### src/rtl/seq_mult_pkg.sv
// Shared types and sizing helpers for the sequential shift-add multiplier.
// Latency: none (declarations only).
// Backpressure: not applicable.
package seq_mult_pkg;

  // FSM encoding: one bit is enough for the two states.
  typedef logic [0:0] state_t;
  localparam state_t ST_IDLE = 1'b0;
  localparam state_t ST_RUN  = 1'b1;

  // Iteration counter width. It needs enough bits to hold WIDTH itself,
  // because the counter increments once more on the final iteration.
  function automatic int cnt_width(input int width);
    return $clog2(width) + 1;
  endfunction

endpackage

### src/rtl/seq_multiplier.sv
// Sequential shift-add multiplier producing a full 2*WIDTH product, unsigned or two's-complement.
// Latency: WIDTH cycles from the accepting edge to the done pulse; one product per WIDTH+1 cycles back-to-back.
// Backpressure: start is ignored while busy; result is held until the next completion, no downstream stall.
module seq_multiplier
  import seq_mult_pkg::*;
#(
  parameter int WIDTH  = 8,
  parameter bit SIGNED = 1'b0
) (
  input  logic               clk,
  input  logic               rst,
  input  logic               start,
  input  logic [WIDTH-1:0]   a,
  input  logic [WIDTH-1:0]   b,
  output logic               busy,
  output logic               done,
  output logic [2*WIDTH-1:0] result
);

  localparam int CW = cnt_width(WIDTH);
  localparam int PW = 2 * WIDTH;
  localparam logic [CW-1:0] CNT_LAST = CW'(WIDTH - 1);
  localparam logic [CW-1:0] CNT_ONE  = {{(CW-1){1'b0}}, 1'b1};

  state_t          state_q, state_d;
  logic [CW-1:0]   cnt_q, cnt_d;
  logic [WIDTH:0]  mcand_q, mcand_d;
  logic [WIDTH:0]  mplier_q, mplier_d;
  logic [PW-1:0]   acc_q, acc_d;
  logic [PW-1:0]   result_q, result_d;
  logic            done_q, done_d;

  // Operand magnitudes as captured on acceptance, and the final product
  // after optional sign restoration; both come from the generate block.
  logic [WIDTH:0]  a_mag, b_mag;
  logic [PW-1:0]   res_fin;

  logic            accept;
  logic [PW-1:0]   mcand_ext;
  logic [PW-1:0]   partial;
  logic [PW-1:0]   acc_sum;

  assign accept    = (state_q == ST_IDLE) && start;
  // Magnitude is WIDTH+1 bits; zero-extend to the accumulator width.
  assign mcand_ext = {{(PW-WIDTH-1){1'b0}}, mcand_q};
  assign partial   = mcand_ext << cnt_q;
  assign acc_sum   = mplier_q[0] ? (acc_q + partial) : acc_q;

  generate
    if (SIGNED) begin : g_signed
      localparam logic [WIDTH:0] MAG_ONE = {{WIDTH{1'b0}}, 1'b1};
      localparam logic [PW-1:0]  ACC_ONE = {{(PW-1){1'b0}}, 1'b1};
      logic sign_q;

      // Sign-extend by one bit before negating so -2^(WIDTH-1) is exact.
      assign a_mag   = a[WIDTH-1] ? (~{1'b1, a} + MAG_ONE) : {1'b0, a};
      assign b_mag   = b[WIDTH-1] ? (~{1'b1, b} + MAG_ONE) : {1'b0, b};
      assign res_fin = sign_q ? (~acc_sum + ACC_ONE) : acc_sum;

      // Remember the product sign for the duration of the operation.
      always_ff @(posedge clk) begin
        if (rst) begin
          sign_q <= 1'b0;
        end else if (accept) begin
          sign_q <= a[WIDTH-1] ^ b[WIDTH-1];
        end
      end
    end else begin : g_unsigned
      assign a_mag   = {1'b0, a};
      assign b_mag   = {1'b0, b};
      assign res_fin = acc_sum;
    end
  endgenerate

  // Next-state and datapath update for the IDLE/RUN control loop.
  always_comb begin
    state_d  = state_q;
    cnt_d    = cnt_q;
    mcand_d  = mcand_q;
    mplier_d = mplier_q;
    acc_d    = acc_q;
    result_d = result_q;
    done_d   = 1'b0;
    case (state_q)
      ST_IDLE: begin
        if (start) begin
          mcand_d  = a_mag;
          mplier_d = b_mag;
          acc_d    = '0;
          cnt_d    = '0;
          state_d  = ST_RUN;
        end
      end
      ST_RUN: begin
        acc_d    = acc_sum;
        mplier_d = mplier_q >> 1;
        cnt_d    = cnt_q + CNT_ONE;
        if (cnt_q == CNT_LAST) begin
          result_d = res_fin;
          done_d   = 1'b1;
          state_d  = ST_IDLE;
        end
      end
      default: begin
        state_d = ST_IDLE;
      end
    endcase
  end

  // State registers; reset clears everything and takes priority over start.
  always_ff @(posedge clk) begin
    if (rst) begin
      state_q  <= ST_IDLE;
      cnt_q    <= '0;
      mcand_q  <= '0;
      mplier_q <= '0;
      acc_q    <= '0;
      result_q <= '0;
      done_q   <= 1'b0;
    end else begin
      state_q  <= state_d;
      cnt_q    <= cnt_d;
      mcand_q  <= mcand_d;
      mplier_q <= mplier_d;
      acc_q    <= acc_d;
      result_q <= result_d;
      done_q   <= done_d;
    end
  end

  assign busy   = (state_q == ST_RUN);
  assign done   = done_q;
  assign result = result_q;

endmodule

### config.mk
export PLATFORM = sky130hd
export DESIGN_NAME = seq_multiplier
export DESIGN_NICKNAME = d
export VERILOG_FILES = /design/src/rtl/seq_mult_pkg.sv /design/src/rtl/seq_multiplier.sv
export SDC_FILE = /design/constraint.sdc
export NUM_CORES = 1
export LEC_CHECK = 0
export CAP_MARGIN = 15
export CORE_MARGIN = 5
export CORE_UTILIZATION = 40
export DETAILED_ROUTE_END_ITERATION = 16
export GPL_TIMING_DRIVEN = 0
export PLACE_DENSITY_LB_ADDON = 0.25
export SLEW_MARGIN = 15
export SYNTH_ARGS = -nofsm -noshare
export SYNTH_HDL_FRONTEND = slang
export SYNTH_SLANG_ARGS = --single-unit
### constraint.sdc
create_clock -name clk -period 3.35 [get_ports clk]
set_clock_uncertainty 0.1 [all_clocks]
set_input_delay 0.335 -clock clk [delete_from_list [all_inputs] [get_ports clk]]
set_output_delay 0.335 -clock clk [all_outputs]
set_load 0.005 [all_outputs]
==> reports/metrics.csv, run 1 <==
stage,metric,value,unit
run_status,status,"finished, final reports clean",
critical_path,R2R setup slack,0.10,ns
routing,M1 WL,4170,um
critical_path,Critical Path Source Type,flip-flop,
timing,relative slew slack,0.533,
routing,Post-route DRC,0,
placement,DP HPWL,6820,um
global_route,initial antenna violation count,0,
die,Initial Utilization,0.409,
routing,drt first-iter violations,222,
routing,WL met3,481,um
die,core box area,8220,um2
logic_synthesis,Async SR Flop Fraction,0,
timing,Final Hold Fails,0,
logic_synthesis,Yosys reg bits,54,
critical_path,CP Capture Type,flip-flop,
cts,hold bufs inserted after CTS,0,
logic_synthesis,sequential area share after synthesis,0.322,
power,total power,1.32,mW
logic_synthesis,mapped cell area,3360,um2
cts,Bufs on Longest Clock Path,2,
timing,Setup TNS Final,0,ns
die,row cnt,33,
global_route,largest net degree at the start of global routing,17,
timing,Worst-Margin Slew,0.701,ns
cts,clock slew at reported path FFs,0.10,ns
logic_synthesis,Gate Count Post-Synth,420,
cts,Clock H-tree levels,2,
logic_synthesis,"Distinct cells, synth",55,
critical_path,FF-to-FF path depth,16,
routing,DR top layer,met4,
critical_path,critical path class,flip-flop to flip-flop,
power,power density over cell area,323,nW/um2
min_path,worst hold start,result[2],
critical_path,crit path max fanout,8,
routing,drt first pass iters,5,
logic_synthesis,synthesized net count,456,
power,leak pwr,1.57,nW
critical_path,WP data required,3.46,ns
die,DIE AREA,10300,um2
job,maxcap violations,0,
finish,# fillers,821,
cts,CTS tree,done,
finish,final net count,502,
cts,Clock Latency Late Sink,0.32,ns
finish,utilization after layout,0.499,
routing,drt wl/cell,16.6,um
logic_synthesis,YS warnings,0,
die,die height,102,um
placement,Port Buf Inserts,34,
finish,layout cell share with drive strength beyond 1,0.133,
critical_path,FF-to-FF Start,cnt_q[0],
min_path,Hold Path Sink,result[2],
global_route,GRT overflow,0,
cts,CTS Sinks,54,
die,number of I/O pins,37,
routing,WL final,9480,um
routing,post-route ant nets,0,
min_path,hold depth,2,
timing,Tcrit/Tclk final,0.969,
timing,fin. max-slew vios,0,
logic_synthesis,Post-synth EDFFs,0,
critical_path,Worst EP arrival,3.36,ns
logic_synthesis,"Avg Cell Area, Syn",8.00,um2
timing,min cycle time layout,3.25,ns
global_route,vias in the first global route,3128,
finish,synthesis-to-finish area growth,22.0,%
logic_synthesis,"Top FF cell, synth",dfxtp_1,
cts,CTS Buf Count,5,
finish,# diodes,0,
routing,vias per cell,5.67,
power,Max IR drop VDD,178,uV
timing,final setup violation count,0,
global_route,Total GRT Usage,0.187,
global_route,first-pass GRT wire length,15300,um
cts,Root Buffer,clkbuf_8,
critical_path,RR Endpoint,result[10],
timing,fmax,308,MHz
die,Die X,102,um
min_path,Tightest Hold Check Type,flip-flop to flip-flop,
routing,met2 wire length,4540,um
placement,gpl congestion,0.892,
routing,Vias,3245,
-- worst max-delay path: stages, from the launching register on --
cell and delay (ns):
dfxtp_2 0.35, buf_6 0.13, buf_8 0.13, mux2_2 0.34, nor2_1 0.09, a21oi_1 0.07
nand2_1 0.09, o21ai_1 0.10, nor2b_2 0.19, ha_4 0.28, nand2_2 0.06, a21boi_2 0.17
o21ai_2 0.08, a22oi_4 0.28, xor2_1 0.24, nor2_1 0.09, o41ai_1 0.33
-- how the worst max path moves through the flow --
stage	from	slack (ns)	cells after the start	to
2_1_floorplan	cnt_q[0]	0.18	16	result[14]
5_1_grt	cnt_q[0]	-0.02	15	result[14]
6_report	cnt_q[0]	0.10	16	result[10]
4_1_cts	cnt_q[0]	0.005	14	result[14]
3_3_place_gp	cnt_q[0]	-0.18	15	result[14]
3_5_place_dp	cnt_q[0]	-0.20	15	result[14]
-- registers in the layout, indices dropped and copies added, names as in the netlist --
name,flops
mcand_q,8
cnt_q,4
busy,1
result,16
mplier_q,8
done,1
acc_q,16
-- power by group --
part	internal [mW]	switching [mW]	total, mW
logic	0.0814	0.112	0.194
clock network	0.224	0.237	0.461
registers	0.656	0.0114	0.667
-- stage by stage --
stage / area, um2 / setup slack (ns) / hold WS, ns / instances
floorplan: 3360 / 0.180 / 0.344 / 420
global placement: 3830 / -0.182 / 0.344 / 559
detailed placement: 3830 / -0.204 / 0.351 / 559
CTS: 4000 / 0.00494 / 0.370 / 570
global route: 4100 / -0.0249 / 0.382 / 572
finish: 4100 / 0.104 / 0.368 / 572
-- cells in the final DEF, fill, tap and decap left out, drive strengths merged, types with 2 or more instances in the layout --
cell type,count
xor2,6
o32ai,2
a22o,4
a21boi,2
nor2,48
xnor2,7
clkdlybuf4s50,34
buf,16
o211ai,2
nand3b,2
inv,7
a21o,3
clkbuf,25
a22oi,8
nor3,12
a211oi,3
ha,16
nand2b,4
and3,3
and4,2
o21ai,25
nor2b,8
and2,3
o22ai,5
mux2i,25
nand3,8
o21bai,3
a21oi,50
nor3b,5
nand2,48
o21a,3
dfxtp,54
mux2,7
a221oi,2
a31oi,3
o41ai,2
-- logic make-up after synthesis --
kind of cell | synth area share
XOR/XNOR | 0.0339
AND/OR/NAND/NOR | 0.196
AO/OA/AOI/OAI | 0.237
multiplexers | 0.100
buffers and inverters | 0.0462
flip-flops | 0.322
adder cells (fa/ha/maj) | 0.0656
-- layout make-up --
class / count / area (um2) / share of cell area
sequential: 54 / 1080 / 0.265
multi-input combinational: 328 / 2210 / 0.540
tap: 105 / 131 / 0.0321
clock buffer: 6 / 72.6 / 0.0177
buffer: 29 / 143 / 0.0348
timing repair buffer: 40 / 385 / 0.0941
clock inverter: 2 / 37.5 / 0.00916
inverter: 8 / 30.0 / 0.00733
-- routing by layer --
layer	track usage	vias to the layer above
met4	0.0726	0
met1	0.240	1543
met2	0.314	86
met5	0	-
met3	0.0303	19
li1	-	1597
-- Yosys cell counts (3+ instances only) --
library cell  number  share of area
dfxtp_1           54           0.32
nand2_1           48          0.054
o21a_1             3         0.0067
nor3b_1            5          0.011
ha_1              16          0.060
and2_1             3         0.0056
a211oi_1           3         0.0067
nor3_1            12          0.018
inv_1              7         0.0078
a22oi_1            7          0.016
clkbuf_1          20          0.022
mux2i_1           25          0.075
nand2b_1           4         0.0075
a21o_1             3         0.0067
xor2_1             6          0.016
nor2_1            48          0.054
a21oi_2            3         0.0078
a22o_1             4          0.010
a21oi_1           47          0.070
o21ai_0           21          0.031
nor2b_1            8          0.015
o22ai_1            5         0.0093
xnor2_1            7          0.018
buf_2              7          0.010
mux2_2             5          0.017
nand3_1            8          0.012
-- what timing repair did --
item	in CTS	in global routing
pin swaps	5	7
endpoints found under the setup margin	14	16
buffers inserted	4	2
resized for setup	10	23
Power figures use the tool's default switching activity.
==> run 2, diff against run 1 <==
--- a/config.mk
+++ b/config.mk
@@ -5,6 +5,7 @@
 export SDC_FILE = /design/constraint.sdc
 export NUM_CORES = 1
 export LEC_CHECK = 0
+export ABC_AREA = 1
 export CAP_MARGIN = 15
 export CORE_MARGIN = 5
 export CORE_UTILIZATION = 40
==> run 2 against run 1 <==
Clock-buffer cell count stayed put; setup slack better by 0.19 ns; total power up 2.0%; sequential power is 1% higher; critical endpoint is now acc_q[11]; core utilization decreased by 1.8 points; sequential share of layout area grew 1.3 points; synthesized area is 2.1% lower; largest power group unchanged.
==> reports/metrics.csv, run 2 <==
stage,metric,value,unit,change
run_status,status,"finished, final reports clean",,unchanged
die,DIE AREA,10100,um2,"was 10,300 um2"
cts,clock slew at reported path FFs,0.10,ns,about the same
logic_synthesis,mapped cell area,3290,um2,was 3360 um2
die,core box area,8090,um2,was 8220 um2
logic_synthesis,Yosys reg bits,54,,unchanged
critical_path,critical path class,flip-flop to flip-flop,,unchanged
logic_synthesis,"Distinct cells, synth",38,,was 55
global_route,initial antenna violation count,0,,unchanged
finish,# diodes,0,,unchanged
cts,CTS Buf Count,5,,unchanged
power,leak pwr,1.75,nW,was 1.57 nW
cts,hold bufs inserted after CTS,0,,unchanged
routing,drt wl/cell,13.2,um,was 16.6 um
logic_synthesis,post-synth top area cell,dfxtp_1,,unchanged
finish,synthesis-to-finish area growth,18.3,%,was 22.0%
timing,fin. max-slew vios,0,,unchanged
finish,multi-input logic area,1960,um2,was 2210 um2
routing,Vias,3293,,"was 3,245"
die,Initial Utilization,0.406,,was 0.409
timing,final setup violation count,0,,unchanged
timing,Final Hold Fails,0,,unchanged
placement,Port Buf Inserts,36,,was 34
timing,Tcrit/Tclk final,0.911,,was 0.969
routing,WL final,8540,um,was 9480 um
global_route,first-pass GRT wire length,14000,um,"was 15,300 um"
power,Max IR drop VDD,175,uV,was 178 uV
power,Internal,0.975,mW,was 0.961 mW
die,Die X,101,um,was 102 um
routing,drt first pass iters,4,,was 5
routing,vias per cell,5.10,,was 5.67
critical_path,Critical Path Source Type,flip-flop,,unchanged
placement,DP HPWL,6620,um,was 6820 um
global_route,GRT overflow,0,,unchanged
finish,final net count,576,,was 502
timing,relative slew slack,0.584,,was 0.533
cts,CTS Sinks,54,,unchanged
cts,Setup Buffers After CTS,0,,was 4
global_route,Total GRT Usage,0.171,,was 0.187
finish,layout cell share with drive strength beyond 1,0.0721,,was 0.133
logic_synthesis,sequential area share after synthesis,0.329,,was 0.322
finish,register area,1080,um2,about the same
power,total power,1.35,mW,was 1.32 mW
global_route,largest net degree at the start of global routing,17,,unchanged
cts,Root Buffer,clkbuf_8,,unchanged
timing,Worst-Margin Slew,0.624,ns,was 0.701 ns
logic_synthesis,Yosys top cell area share,0.329,,was 0.322
timing,final hold slack,0.354,ns,was 0.368 ns
global_route,vias in the first global route,3074,,"was 3,128"
min_path,hold depth,2,,unchanged
min_path,worst hold start,result[9],,was result[2]
logic_synthesis,Async SR Flop Fraction,0,,unchanged
logic_synthesis,most frequent cell after synthesis,nand2_1,,was dfxtp_1
cts,Resized cells post-CTS,0,,was 10
timing,min setup slack post-route,0.298,ns,was 0.104 ns
finish,most frequent cells in the layout,"nand2_1, dfxtp_1, nand3_1, nor2_1, inv_1",,"was dfxtp_1, nor2_1, nand2_1, a21oi_1, clkdlybuf4s50_1"
critical_path,Worst EP arrival,3.12,ns,was 3.36 ns
finish,"most common cell after layout, fill and taps aside",nand2_1,,was dfxtp_1
critical_path,crit path max fanout,10,,was 8
timing,fmax,328,MHz,was 308 MHz
critical_path,FF-to-FF Start,cnt_q[1],,was cnt_q[0]
placement,DP Worst Slack,0.347,ns,was -0.204 ns
power,power density over cell area,347,nW/um2,was 323 nW/um2
logic_synthesis,YS warnings,0,,unchanged
power,register share of total power,0.501,,was 0.505
cts,Clock H-tree levels,2,,unchanged
cts,Clock Latency Late Sink,0.31,ns,was 0.32 ns
power,Clock Power Share,0.328,,was 0.348
power,NetSw,0.374,mW,was 0.361 mW
power,Comb power frac,0.171,,was 0.147
routing,Post-route DRC,0,,unchanged
power,switching share of power,0.277,,was 0.273
job,maxcap violations,0,,unchanged
logic_synthesis,top post-synthesis cells by count,"nand2_1, dfxtp_1, nand3_1",,"was dfxtp_1, nand2_1, nor2_1"
die,number of I/O pins,37,,unchanged
timing,Setup TNS Final,0,ns,unchanged
routing,drt first-iter violations,169,,was 222
logic_synthesis,ranking of synthesized cells by area,"dfxtp_1, nand2_1, nand3_1",,"was dfxtp_1, mux2i_1, a21oi_1"
critical_path,R2R setup slack,0.30,ns,was 0.10 ns
die,die height,101,um,was 102 um
timing,RSZ-0062 raised after global routing,no,,
min_path,Tightest Hold Check Type,flip-flop to flip-flop,,unchanged
logic_synthesis,Gate Count Post-Synth,497,,was 420
critical_path,RR Endpoint,acc_q[11],,was result[10]
timing,min cycle time layout,3.05,ns,was 3.25 ns
cts,Bufs on Longest Clock Path,2,,unchanged
critical_path,WP data required,3.42,ns,was 3.46 ns
finish,# fillers,852,,was 821
logic_synthesis,"Avg Cell Area, Syn",6.62,um2,was 8.00 um2
critical_path,CP Capture Type,flip-flop,,unchanged
cts,CTS tree,done,,unchanged
logic_synthesis,Post-synth EDFFs,0,,unchanged
placement,gpl congestion,0.940,,was 0.892
critical_path,FF-to-FF path depth,16,,unchanged
die,row cnt,33,,unchanged
logic_synthesis,synthesized net count,533,,was 456
finish,utilization after layout,0.481,,was 0.499
routing,post-route ant nets,0,,unchanged
min_path,Hold Path Sink,result[9],,was result[2]
logic_synthesis,"Top FF cell, synth",dfxtp_1,,unchanged
run 2: cell count changes in the layout (fill, tap and decap cells not counted), sizes merged, moves of 7 or more:
| cell | change |
|---|---|
| a21oi | -17 |
| nor2b | -8 |
| or2 | +11 |
| nor3 | -7 |
| nand2 | +110 |
| buf | -9 |
| mux2i | -25 |
| clkbuf | -7 |
| nand3 | +36 |
| inv | +36 |
run 2: per-layer routing:
metal  vias up  GRT usage  part of all wire
met1      1495      0.214              0.44
met5         -          0                 0
met2        67      0.299              0.48
li1       1715          -                 -
met3        16     0.0277             0.054
met4         0     0.0528             0.020
run 2: cell type report:
cell class	count	area share
Multi-Input combinational cell	381	0.505
Sequential cell	54	0.278
Timing Repair Buffer	36	0.0926
Inverter	43	0.0415
Tap cell	105	0.0338
Buffer	19	0.0212
Clock buffer	6	0.0187
Clock inverter	2	0.00965
run 2: cell families after synthesis:
group	synth area share
AO/OA/AOI/OAI	0.158
XOR/XNOR	0.0213
adder cells (fa/ha/maj)	0.0670
buffers and inverters	0.0742
flip-flops	0.329
multiplexers	0.00685
AND/OR/NAND/NOR	0.344
run 2: how the worst max path moves through the flow:
stage,slack (ns),cells after the start,startpoint,to
floorplan,0.88,16,cnt_q[1],acc_q[11]
global placement,0.38,16,cnt_q[1],acc_q[11]
detailed placement,0.35,16,cnt_q[1],acc_q[11]
CTS,0.31,16,cnt_q[1],acc_q[11]
global route,0.0002,17,cnt_q[0],acc_q[11]
finish,0.30,16,cnt_q[1],acc_q[11]
run 2: metrics by stage:
stage,cells,cell area [um2]
after CTS,646,3890
after global placement,638,3780
final,646,3890
after floorplan,497,3290
after global routing,646,3890
after detailed placement,638,3780
run 2: power by group through the flow:
stage	Combinational (mW)	Sequential, mW	Clock [mW]
final	0.231	0.675	0.442
after global routing	0.260	0.678	0.484
after CTS	0.233	0.675	0.461
after detailed placement	0.231	0.690	0
after global placement	0.228	0.690	0
after floorplan	0.160	0.686	0
run 2: worst max-delay path, cell delays in order, from the launching register on:
cell      delay [ns]
dfxtp_1         0.46
clkbuf_1        0.38
nand3_1         0.13
nand2_1         0.10
nand2_1         0.05
o21ai_0         0.14
nor2_1          0.11
ha_1            0.37
nand2_1         0.13
inv_1           0.05
a21oi_1         0.13
nand2_1         0.13
a21oi_1         0.22
xor2_1          0.17
nand2_1         0.09
nand3_1         0.10
a21oi_1         0.06
